## src/rtl/ddr3_rd_master.sv

```systemverilog
// rtl/ddr3_rd_master.sv - AXI read master: splits a word-count command into 4 KB-safe bursts streamed into a FIFO
module ddr3_rd_master #(
  parameter int MAX_BURST = 16
) (
  input  logic        USER_CLK,
  input  logic        USER_RST_N,
  input  logic        CMD_VALID,
  output logic        CMD_READY,
  input  logic [29:0] CMD_ADDR,
  input  logic [15:0] CMD_LEN,
  output logic        DONE,
  output logic        ERR,
  output logic [29:0] M00_AXI_ARADDR,
  output logic [7:0]  M00_AXI_ARLEN,
  output logic        M00_AXI_ARVALID,
  input  logic        M00_AXI_ARREADY,
  input  logic [31:0] M00_AXI_RDATA,
  input  logic [1:0]  M00_AXI_RRESP,
  input  logic        M00_AXI_RLAST,
  input  logic        M00_AXI_RVALID,
  output logic        M00_AXI_RREADY,
  output logic [31:0] FIFO_DIN,
  output logic        FIFO_WRITE,
  input  logic        FIFO_FULL_N
);

  localparam logic [15:0] MAX_B = 16'(MAX_BURST);

  typedef enum logic [1:0] {
    S_IDLE = 2'd0,
    S_ADDR = 2'd1,
    S_DATA = 2'd2,
    S_FIN  = 2'd3
  } state_e;

  state_e      state_q, state_d;
  logic [29:0] addr_q, addr_d;       // start byte address of the current/next burst
  logic [15:0] remain_q, remain_d;   // words of the command not yet received
  logic [8:0]  beat_q, beat_d;       // beats left in the outstanding burst
  logic [7:0]  arlen_q, arlen_d;
  logic        err_q, err_d;         // sticky error for the running command
  logic        done_q, done_d;
  logic        err_out_q, err_out_d;

  logic        beat_fire;
  logic        last_beat;
  logic [8:0]  burst_words;
  logic [29:0] next_addr;
  logic        unused_cmd_lsb;

  // The word address is always aligned; the byte offset of the command is discarded.
  assign unused_cmd_lsb = ^CMD_ADDR[1:0];

  // ARLEN for a burst starting at word offset word_off within its 4 KB page,
  // limited by the words still owed and by the burst ceiling.
  function automatic logic [7:0] burst_arlen(input logic [9:0] word_off,
                                             input logic [15:0] remain);
    logic [15:0] b;
    logic [15:0] to_page;
    to_page = 16'd1024 - {6'd0, word_off};
    b = remain;
    if (to_page < b) b = to_page;
    if (MAX_B < b) b = MAX_B;
    return 8'(b - 16'd1);
  endfunction

  assign beat_fire   = (state_q == S_DATA) && M00_AXI_RVALID && FIFO_FULL_N;
  assign last_beat   = (beat_q == 9'd1);
  assign burst_words = {1'b0, arlen_q} + 9'd1;
  assign next_addr   = addr_q + {19'd0, burst_words, 2'b00};

  // State and datapath registers
  always_ff @(posedge USER_CLK or negedge USER_RST_N) begin
    if (!USER_RST_N) begin
      state_q   <= S_IDLE;
      addr_q    <= '0;
      remain_q  <= '0;
      beat_q    <= '0;
      arlen_q   <= '0;
      err_q     <= 1'b0;
      done_q    <= 1'b0;
      err_out_q <= 1'b0;
    end else begin
      state_q   <= state_d;
      addr_q    <= addr_d;
      remain_q  <= remain_d;
      beat_q    <= beat_d;
      arlen_q   <= arlen_d;
      err_q     <= err_d;
      done_q    <= done_d;
      err_out_q <= err_out_d;
    end
  end

  // Next-state and counter updates
  always_comb begin
    state_d   = state_q;
    addr_d    = addr_q;
    remain_d  = remain_q;
    beat_d    = beat_q;
    arlen_d   = arlen_q;
    err_d     = err_q;
    done_d    = 1'b0;
    err_out_d = 1'b0;
    case (state_q)
      S_IDLE: begin
        if (CMD_VALID) begin
          addr_d   = {CMD_ADDR[29:2], 2'b00};
          remain_d = CMD_LEN;
          if (CMD_LEN == 16'd0) begin
            state_d = S_FIN;
          end else begin
            state_d = S_ADDR;
            arlen_d = burst_arlen(CMD_ADDR[11:2], CMD_LEN);
          end
        end
      end
      S_ADDR: begin
        if (M00_AXI_ARREADY) begin
          state_d = S_DATA;
          beat_d  = burst_words;
        end
      end
      S_DATA: begin
        if (beat_fire) begin
          beat_d   = beat_q - 9'd1;
          remain_d = remain_q - 16'd1;
          // A bad response or an RLAST that disagrees with our own beat count
          // flags the command; the burst still ends on the counted beat.
          if ((M00_AXI_RRESP != 2'b00) || (M00_AXI_RLAST != last_beat)) begin
            err_d = 1'b1;
          end
          if (last_beat) begin
            addr_d = next_addr;
            if (remain_q == 16'd1) begin
              state_d = S_FIN;
            end else begin
              state_d = S_ADDR;
              arlen_d = burst_arlen(next_addr[11:2], remain_q - 16'd1);
            end
          end
        end
      end
      S_FIN: begin
        done_d    = 1'b1;
        err_out_d = err_q;
        err_d     = 1'b0;
        state_d   = S_IDLE;
      end
      default: state_d = S_IDLE;
    endcase
  end

  // Handshake and stream outputs; data passes straight through to the FIFO
  always_comb begin
    CMD_READY       = (state_q == S_IDLE);
    M00_AXI_ARVALID = (state_q == S_ADDR);
    M00_AXI_ARADDR  = addr_q;
    M00_AXI_ARLEN   = arlen_q;
    M00_AXI_RREADY  = (state_q == S_DATA) && FIFO_FULL_N;
    FIFO_WRITE      = M00_AXI_RREADY && M00_AXI_RVALID;
    FIFO_DIN        = M00_AXI_RDATA;
    DONE            = done_q;
    ERR             = err_out_q;
  end

endmodule

```

## config.mk

```make
export PLATFORM = sky130hd
export DESIGN_NAME = ddr3_rd_master
export DESIGN_NICKNAME = d
export VERILOG_FILES = /design/src/rtl/ddr3_rd_master.sv
export SDC_FILE = /design/constraint.sdc
export NUM_CORES = 1
export LEC_CHECK = 0
export CAP_MARGIN = 10
export CORE_ASPECT_RATIO = 1.25
export CORE_MARGIN = 8
export CORE_UTILIZATION = 54
export CTS_CLUSTER_DIAMETER = 200
export CTS_CLUSTER_SIZE = 30
export DETAILED_ROUTE_END_ITERATION = 10
export PLACE_DENSITY = 0.84
export SLEW_MARGIN = 20
export SYNTH_ARGS = -nofsm -noshare
export SYNTH_HDL_FRONTEND = slang
export SYNTH_SLANG_ARGS = --single-unit
```

## constraint.sdc

```tcl
create_clock -name USER_CLK -period 9.3 [get_ports USER_CLK]
set_input_delay 2.325 -clock USER_CLK [delete_from_list [all_inputs] [get_ports USER_CLK]]
set_output_delay 2.325 -clock USER_CLK [all_outputs]
set_load 0.1 [all_outputs]
```

==> flow_summary.yaml, run 1 <==
setup_path:
  critical-path-top-delay-family: "compound AO/OA/AOI/OAI gates"
  cp-end-kind: "flip-flop"
  setup.worst_path.start_class: "input pin"
  rr_startpoint: "M00_AXI_ARLEN[0]"
  cp_arrival_ns: 7.19
  sequence_of_cells_on_the_critical_path: "clkdlybuf4s50_1, nor4_1, nand2_1, nor3_1, xnor2_1, ha_1, a21o_1, a2111oi_0, a21o_1, a31oi_1, o22a_1, ha_1, or4_1, nand3_1"
  critical_path.reg2reg.endpoint: "M00_AXI_ARLEN[4]"
  cp.buffers_inverters: 1
  crit_fanout: 9
  critical_path_cell_count: 14
  ff2ff_setup_slack_ns: 3.00
  rr_worst_depth: 25
  max_stage_delay_on_crit_path_ns: 0.89
  worst_path_max_delay_cell: "sky130_fd_sc_hd__a2111oi_0"
  worst-endpoint-required_ns: 9.58
  worst-setup-path-type: "in2reg"
place:
  detailed_place_hpwl_mm: 12.79
  routabilityCongestion: 0.8936
  place_ws_ns: 2.200
  port_buffer_count: 94
yosys:
  ys_seq_elements: 66
  seq_area_frac_synth_pct: 26.28
  synth-edff-count: 0
  number_of_distinct_library_cell_variants_in_the_gate_level_netlist_after_synthesis: 82
  post_synth_inst_count: 817
  ys_dominant_reg_cell: "sky130_fd_sc_hd__dfrtp_1"
  synthesis.area_sq_mm: 0.006285
  synth_warnings: 0
  postSynth.asyncResetShare_pct: 100.0
  synthesis.area_per_instance_sq_um: 7.693
timing:
  final_min_period_over_clock_period_pct: 74.29
  min_setup_slack_post_route_ns: 2.391
  max-slew-margin-rel_pct: 28.92
  setup_viol: 0
  final-hold-violation-count: 0
  setup_tns_ns: 0
  fin_crit_ns: 6.909
  fmax_mhz: 144.7
  timing.final.max_slew_violations: 0
  rsz0062_at_grt: "false"
  worstMarginPinSlew_ns: 1.066
  final.setup_skew_ns: 0.009228
detailed_routing:
  antenna_violating_nets_post_route: 0
  drt_iter0_markers: 454
  topRoutingLayerUsed: "met4"
  first_pass_iteration_count_of_the_detailed_router: 7
  detail_route.wirelength_mm: 17.38
  met2_length_mm: 8.633
  route.layer.met1.wl_mm: 7.388
  detailroute.via_count: 6173
  drt_drc_violations_left: 0
  wl_per_cell_um: 17.60
  post_drt_via_cell_ratio: 6.254
  detailroute.wirelength.met3_mm: 1.009
hold_path:
  hold_start: "err_q"
  timing.hold.worst_endpoint: "err_q"
  timing.hold.worst.class: "reg2reg"
  whs_path_depth: 2
global_routing:
  grt_overflow_total: 0
  grt_pass1_vias: 5807
  initial_antenna_violation_count: 0
  global_route.usage.total_pct: 22.80
  first_pass_grt_wire_length_mm: 28.61
  pin_count_of_the_biggest_net_entering_global_routing: 69
die:
  floorplan.die_area_sq_mm: 0.01537
  number_of_placement_rows: 44
  dieWidth_um: 112.5
  placeableCoreArea_sq_mm: 0.01151
  die_h_um: 136.6
  io-pin-count: 163
  floorplan.initialDensity_pct: 54.62
final_layout:
  postLayoutCoreUtil_pct: 63.64
  number_of_diodes: 0
  fin_nets: 970
  fill_cells: 1007
  layout_commonest_cell: "sky130_fd_sc_hd__clkdlybuf4s50_1"
  drive_gt1_share_pct: 5.418
  area_delta_synth_final_pct: 16.50
  area_of_the_multi_input_gates_sq_mm: 0.004080
  mostFrequentLayoutCells: "sky130_fd_sc_hd__clkdlybuf4s50_1 (93), sky130_fd_sc_hd__nor2_1 (87), sky130_fd_sc_hd__a21oi_1 (77)"
  sequential_cell_area_sq_mm: 0.001652
clock_network:
  cts_tree: "yes"
  post_cts_hold_buffer_count: 0
  cts.root.buffer_cell: "sky130_fd_sc_hd__clkbuf_16"
  clk_pin_slew_ns: 0.05
  ctsHtreeMaxLevel: 3
  clkLatencyLatePin_ns: 0.34
  clkSinkCount: 66
  cts_buffers: 9
  post_cts_resize_count: 0
  cts_max_path_buffers: 2
  post_cts_setup_buffer_count: 0
job:
  maxCapViolCount: 0
status:
  outcome: "complete, no violations"
-- cells in the mapped netlist (all sizes together), types with 15 or more instances --
master	instances	area share, %
nor2	87	5.2
a21oi	80	6.5
nand2	73	4.4
dfrtp	66	26
o21ai	53	4.2
buf	45	5.0
clkbuf	38	2.3
ha	37	7.4
inv	31	1.9
nand3	28	2.3
xnor2	21	2.9
a31oi	19	1.9
nor3	17	1.5
nand2b	15	1.5
xor2	15	2.1
-- final cells by class --
cell class / count / area share, %
Clock buffer: 11 / 3.452
Clock inverter: 4 / 1.025
Inverter: 31 / 1.589
Multi-Input combinational cell: 638 / 55.72
Sequential cell: 66 / 22.56
Tap cell: 138 / 2.358
Timing Repair Buffer: 99 / 13.29
-- metal layers --
metal  up-vias  GRT usage [%]
met5         -              0
met4         0          9.391
met3        39          4.371
met2       228          39.39
met1      2922          27.33
li1       2984              -
-- worst max-delay path by stage --
stage | startpoint | slack (ns) | to
after detailed placement | CMD_ADDR[4] | 2.20 | M00_AXI_ARLEN[2]
after floorplan | CMD_ADDR[2] | 3.20 | M00_AXI_ARLEN[2]
after CTS | CMD_ADDR[4] | 2.49 | M00_AXI_ARLEN[2]
after global placement | CMD_ADDR[4] | 2.23 | M00_AXI_ARLEN[2]
final | CMD_ADDR[4] | 2.39 | M00_AXI_ARLEN[2]
after global routing | CMD_ADDR[4] | 2.06 | M00_AXI_ARLEN[2]
-- kinds of logic (layout without fill, tap and decap cells) --
family,count (synthesis),in the layout,synth area share (%)
simple gates,297,297,23.95
compound gates,254,254,25.92
buf+inv,114,145,9.078
flops,66,66,26.28
fa+ha+maj,38,38,7.685
xor+xnor,37,37,5.375
mux,10,10,1.652
other cells,1,2,0.05967
-- flip-flops by register name, summed over array words and instances, names as in the netlist --
name            cells
remain_q           16
err_q               1
state_q             2
ERR                 1
DONE                1
M00_AXI_ARLEN       8
M00_AXI_ARADDR     28
beat_q              9
-- through the flow --
| step | instances | instance area (sq um) | hold slack, ns |
|---|---|---|---|
| after floorplan | 818 | 6289 | 0.4556 |
| after global placement | 972 | 6994 | 0.4838 |
| after detailed placement | 972 | 6994 | 0.4850 |
| after CTS | 987 | 7322 | 0.4961 |
| after global routing | 987 | 7322 | 0.5294 |
| final | 987 | 7322 | 0.4908 |
-- worst reg2reg max path: cells and delay by family, from the launching register on --
kind	cells	cell delay (ns)
adders and majority gates	4	1.18
xor gates and xnor gates	1	0.28
and+or+nand+nor	9	1.48
AOI/OAI and AO/OA	11	2.77
DFF	1	0.48
Power of run 1 is not shown: default switching activity piles up to over one toggle a cycle in this logic, so the estimate is an artifact.
==> run 2, diff against run 1 <==
Settings changed: CORE_UTILIZATION 54 to 51, PLACE_DENSITY 0.84 to 0.8.
Clock period 9.3 ns to 6.68 ns, I/O delays scaled along.
==> run 2 against run 1 <==
Net effect:
- die area up 5.1%
- global-route usage down 0.99 points
- cell count up 3.0%
- register-to-register slack worse by 2.6 ns
- worst hold slack better by 0.0074 ns
- sequential share of layout area down 0.10 points
- non-clock buffer count up 3
- utilization down 2.9 points
- count of clock-buffer cells in the layout up 1
- critical path type is now reg2reg
==> flow_summary.yaml, run 2 (synthesis results as in run 1) <==
clock_network:
  post_cts_setup_buffer_count: 0
  post_cts_hold_buffer_count: 0
  clk_pin_slew_ns: 0.06
  post_cts_resize_count: 0
  cts_max_path_buffers: 2
  cts.root.buffer_cell: "sky130_fd_sc_hd__clkbuf_16"
  ctsHtreeMaxLevel: 3
  clkSinkCount: 66
  clkLatencyLatePin_ns: 0.33
  cts_buffers: 9
  cts_tree: "yes"
setup_path:
  cp-end-kind: "flip-flop"
  worst_path_max_delay_cell: "sky130_fd_sc_hd__a2111oi_0"
  cp_arrival_ns: 6.49
  cp_common_cell: "sky130_fd_sc_hd__ha_1"
  worst-endpoint-required_ns: 6.89
  max_stage_delay_on_crit_path_ns: 0.57
  crit_fanout: 16
  setup.worst_path.start_class: "flip-flop"
  worst-setup-path-type: "reg2reg"
detailed_routing:
  detailroute.wirelength.met3_mm: 1.025
  wl_per_cell_um: 17.27
  detailroute.via_count: 6179
  drt_iter0_markers: 500
  drt_drc_violations_left: 0
  detail_route.wirelength_mm: 17.57
  topRoutingLayerUsed: "met4"
  post_drt_via_cell_ratio: 6.076
  first_pass_iteration_count_of_the_detailed_router: 6
  antenna_violating_nets_post_route: 0
  route.layer.met1.wl_mm: 7.517
  met2_length_mm: 8.583
timing:
  rsz0062_at_grt: "false"
  worstMarginPinSlew_ns: 1.010
  final_min_period_over_clock_period_pct: 94.02
  timing.final.max_slew_violations: 0
  final-hold-violation-count: 0
  setup_tns_ns: 0
  max-slew-margin-rel_pct: 32.48
  setup_viol: 0
  final.setup_skew_ns: 0.004111
  fmax_mhz: 159.2
  fin_crit_ns: 6.280
global_routing:
  global_route.usage.total_pct: 21.80
  grt_overflow_total: 0
  grt_pass1_vias: 5990
  initial_antenna_violation_count: 0
  first_pass_grt_wire_length_mm: 28.90
  pin_count_of_the_biggest_net_entering_global_routing: 67
die:
  dieWidth_um: 115.3
  die_h_um: 140.1
  floorplan.die_area_sq_mm: 0.01615
  number_of_placement_rows: 45
  placeableCoreArea_sq_mm: 0.01211
  io-pin-count: 163
  floorplan.initialDensity_pct: 51.92
final_layout:
  drive_gt1_share_pct: 5.744
  layout_commonest_cell: "sky130_fd_sc_hd__clkdlybuf4s50_1"
  area_delta_synth_final_pct: 17.04
  fin_nets: 973
  largest_register_ff_count: 28
  number_of_diodes: 0
  mostFrequentLayoutCells: "sky130_fd_sc_hd__clkdlybuf4s50_1 (93), sky130_fd_sc_hd__nor2_1 (87), sky130_fd_sc_hd__a21oi_1 (77)"
hold_path:
  timing.hold.worst.class: "reg2reg"
job:
  maxCapViolCount: 0
place:
  port_buffer_count: 94
  routabilityCongestion: 0.9006
  detailed_place_hpwl_mm: 13.00
status:
  outcome: "complete, no violations"
==> run 2: changes by cell type in the layout (fill, tap and decap cells not counted), sizes merged <==
cell    previous run  this run
bufinv             2         1
clkbuf            11        12
clkinv             0         1
buf                6         9
==> run 2: per-stage QoR <==
stage	setup slack, ns	hold WS (ns)	instance area (sq um)	util, %	std cells
after global placement	0.6565	0.4776	7049	58.23	1001
after CTS	0.4917	0.4982	7356	60.76	1017
after global routing	0.04138	0.5301	7356	60.76	1017
after floorplan	0.6335	0.4556	6289	-	818
after detailed placement	0.5607	0.4859	7049	58.23	1001
final	0.3996	0.4981	7356	60.76	1017
==> run 2: routing by layer <==
| layer | GRT usage, % | up-vias |
|---|---|---|
| met5 | 0 | - |
| met3 | 3.613 | 37 |
| met1 | 26.76 | 2946 |
| li1 | - | 2986 |
| met4 | 9.015 | 0 |
| met2 | 36.74 | 210 |
==> run 2: worst paths after layout <==
check | start | endpoint | slack [ns] | depth (start not counted)
hold reg to reg | err_q | err_q | 0.50 | 2
max in group asynchronous | USER_RST_N | remain_q[14] | 4.56 | 2
hold / removal | err_q | err_q | 0.50 | 2
min in group asynchronous | USER_RST_N | beat_q[4] | 1.54 | 2
setup / recovery | M00_AXI_ARLEN[0] | M00_AXI_ARLEN[4] | 0.40 | 25
setup reg to reg | M00_AXI_ARLEN[0] | M00_AXI_ARLEN[4] | 0.40 | 25
==> run 2: area by class of cell <==
| cell class | instances | area, sq um |
|---|---|---|
| fill | 1068 | 4750 |
| timing repair buffer | 102 | 996.0 |
| clock buffer | 12 | 256.5 |
| multi-input combinational | 638 | 4080 |
| clock inverter | 4 | 50.05 |
| sequential | 66 | 1652 |
| inverter | 31 | 116.4 |
| tap | 164 | 205.2 |
==> run 2: worst max-delay path: cells and delay by family, from the launching register on <==
family          cells  cell delay, ns
simple gates        9            1.48
compound gates     11            2.73
flops               1            0.50
xor+xnor            1            0.29
fa+ha+maj           4            1.16
Power of run 2 is left out for the same reason.
==> RTL edit (config.mk and constraints of run 2) <==
Take the reset off `addr_q` and load it in a clocked block of its own.
--- a/src/rtl/ddr3_rd_master.sv
+++ b/src/rtl/ddr3_rd_master.sv
@@ -74,5 +74,4 @@
     if (!USER_RST_N) begin
       state_q   <= S_IDLE;
-      addr_q    <= '0;
       remain_q  <= '0;
       beat_q    <= '0;
@@ -83,5 +82,4 @@
     end else begin
       state_q   <= state_d;
-      addr_q    <= addr_d;
       remain_q  <= remain_d;
       beat_q    <= beat_d;
@@ -91,4 +89,8 @@
       err_out_q <= err_out_d;
     end
+  end
+
+  always_ff @(posedge USER_CLK) begin
+    addr_q <= addr_d;
   end
 
Formal check against the unedited RTL: not equivalent (Yosys sat finds a counterexample within 4 cycles, from zero or initial values and one cycle with USER_RST_N low).
==> RTL edit against run 2 <==
Design area down 1.1%. Synthesized area down 3.0%. Setup slack worse by 0.010 ns. Sequential share of layout area up 2.2 points. Wire length up 1.6%. Sequential cell count unchanged. Critical endpoint unchanged. Highest routed layer unchanged.
==> RTL edit: results (changes against run 2) <==
[route]
route.met2.wl_mm=9.15  ; +6.6%
wl_met1_mm=7.01  ; -6.7%
initialDrtViolationCount=338  ; -32%
wl_per_cell_um=18.8  ; +8.9%
vias_per_cell=6.07  ; -0.10%
wl_met3_mm=1.12  ; +8.9%
wirelength_mm=17.9  ; +1.6%

[grt]
grtUsageMet3=0.0392  ; +0.00309
gr-usage-met1=0.240  ; -0.0275
use_met2=0.396  ; +0.0282
grt_pass1_vias=5696  ; -4.9%
grt_usage=0.217  ; -0.00120

[synthesis]
synth_common_cells=77 x nand2_1, 63 x nor2_1, 61 x o21ai_0, 38 x dfrtp_1, 38 x ha_1
synth_top_area_share=0.156  ; -0.107
yosysSeqAreaShare=0.294  ; +0.0311
synthArstFlopShare=0.576  ; -0.424
synth_cell_types=87  ; +6.1%
synthXorXnorAreaFrac=0.0759  ; +0.0222
synth_edf_count=28  ; +28
synth.most_common_cell=nand2_1
synth_compound_area_frac=0.212  ; -0.0476
ys_top_cells_by_area=dfrtp_1 16%, edfxtp_1 14%, ha_1 7.8%, o21ai_0 5.0%, nand2_1 4.7%
syn_area_per_cell_um2=8.28  ; +7.7%
synthMuxAreaShare=0.0158  ; -0.000719

[placed_design]
dp.cells=929  ; -7.2%
gp_congestion=0.938  ; +4.1%
dpl_worst_slack_ns=0.438  ; -0.123 ns
dp_hpwl_mm=13.5  ; +3.8%
placed_area_mm2=0.00688  ; -2.5%

[timing]
finalCritPeriodShare=0.942  ; +0.00152
worstMarginPinSlew_ns=1.04  ; +0.0323 ns
whs_ns=0.518  ; +0.0199 ns
skew_ns=0.00805  ; +0.00394 ns

[worst_setup_path]
cp_slowest_cell=a222oi_1
cp_max_fo=7  ; -9
worst_ep_arrival_time_ns=6.51  ; +0.02 ns
critPathMaxStageDelay_ns=0.51  ; -0.06 ns

[final_layout]
layout-drive-gt1-share=0.0723  ; +0.0149
fin_nets=909  ; -6.6%

[status]
outcome=finished clean

[min_path]
worstHoldEndpoint=beat_q[7]
worstHoldStart=beat_q[7]

==> RTL edit: area by class of cell <==
cell class                 instances  area [µm²]
sequential                        66        1790
tap                              161         201
multi-input combinational        569        3830
inverter                          36         135
timing repair buffer             101         988
clock buffer                       9         225
clock inverter                     7         103
fill                             964        4340
==> RTL edit: what timing repair did <==
item	4_1_cts	5_1_grt
resized for setup	0	7
setup endpoints to repair	0	3
buffers inserted	0	3
==> RTL edit: power groups by stage <==
stage / registers, mW / logic [mW] / clock network, mW
after floorplan: 1.24 / 1.75 / 0
after global placement: 0.831 / 2.63 / 0
after detailed placement: 0.846 / 2.70 / 0
after CTS: 0.841 / 2.71 / 0.531
after global routing: 0.873 / 2.99 / 0.548
final: 0.849 / 2.76 / 0.524
==> RTL edit: logic make-up after synthesis <==
family / after synthesis
DFF: 66
xor gates and xnor gates: 52
AOI/OAI and AO/OA: 188
and+or+nand+nor: 278
adders and majority gates: 39
buffers and inverters: 103
muxes: 9
other: 1
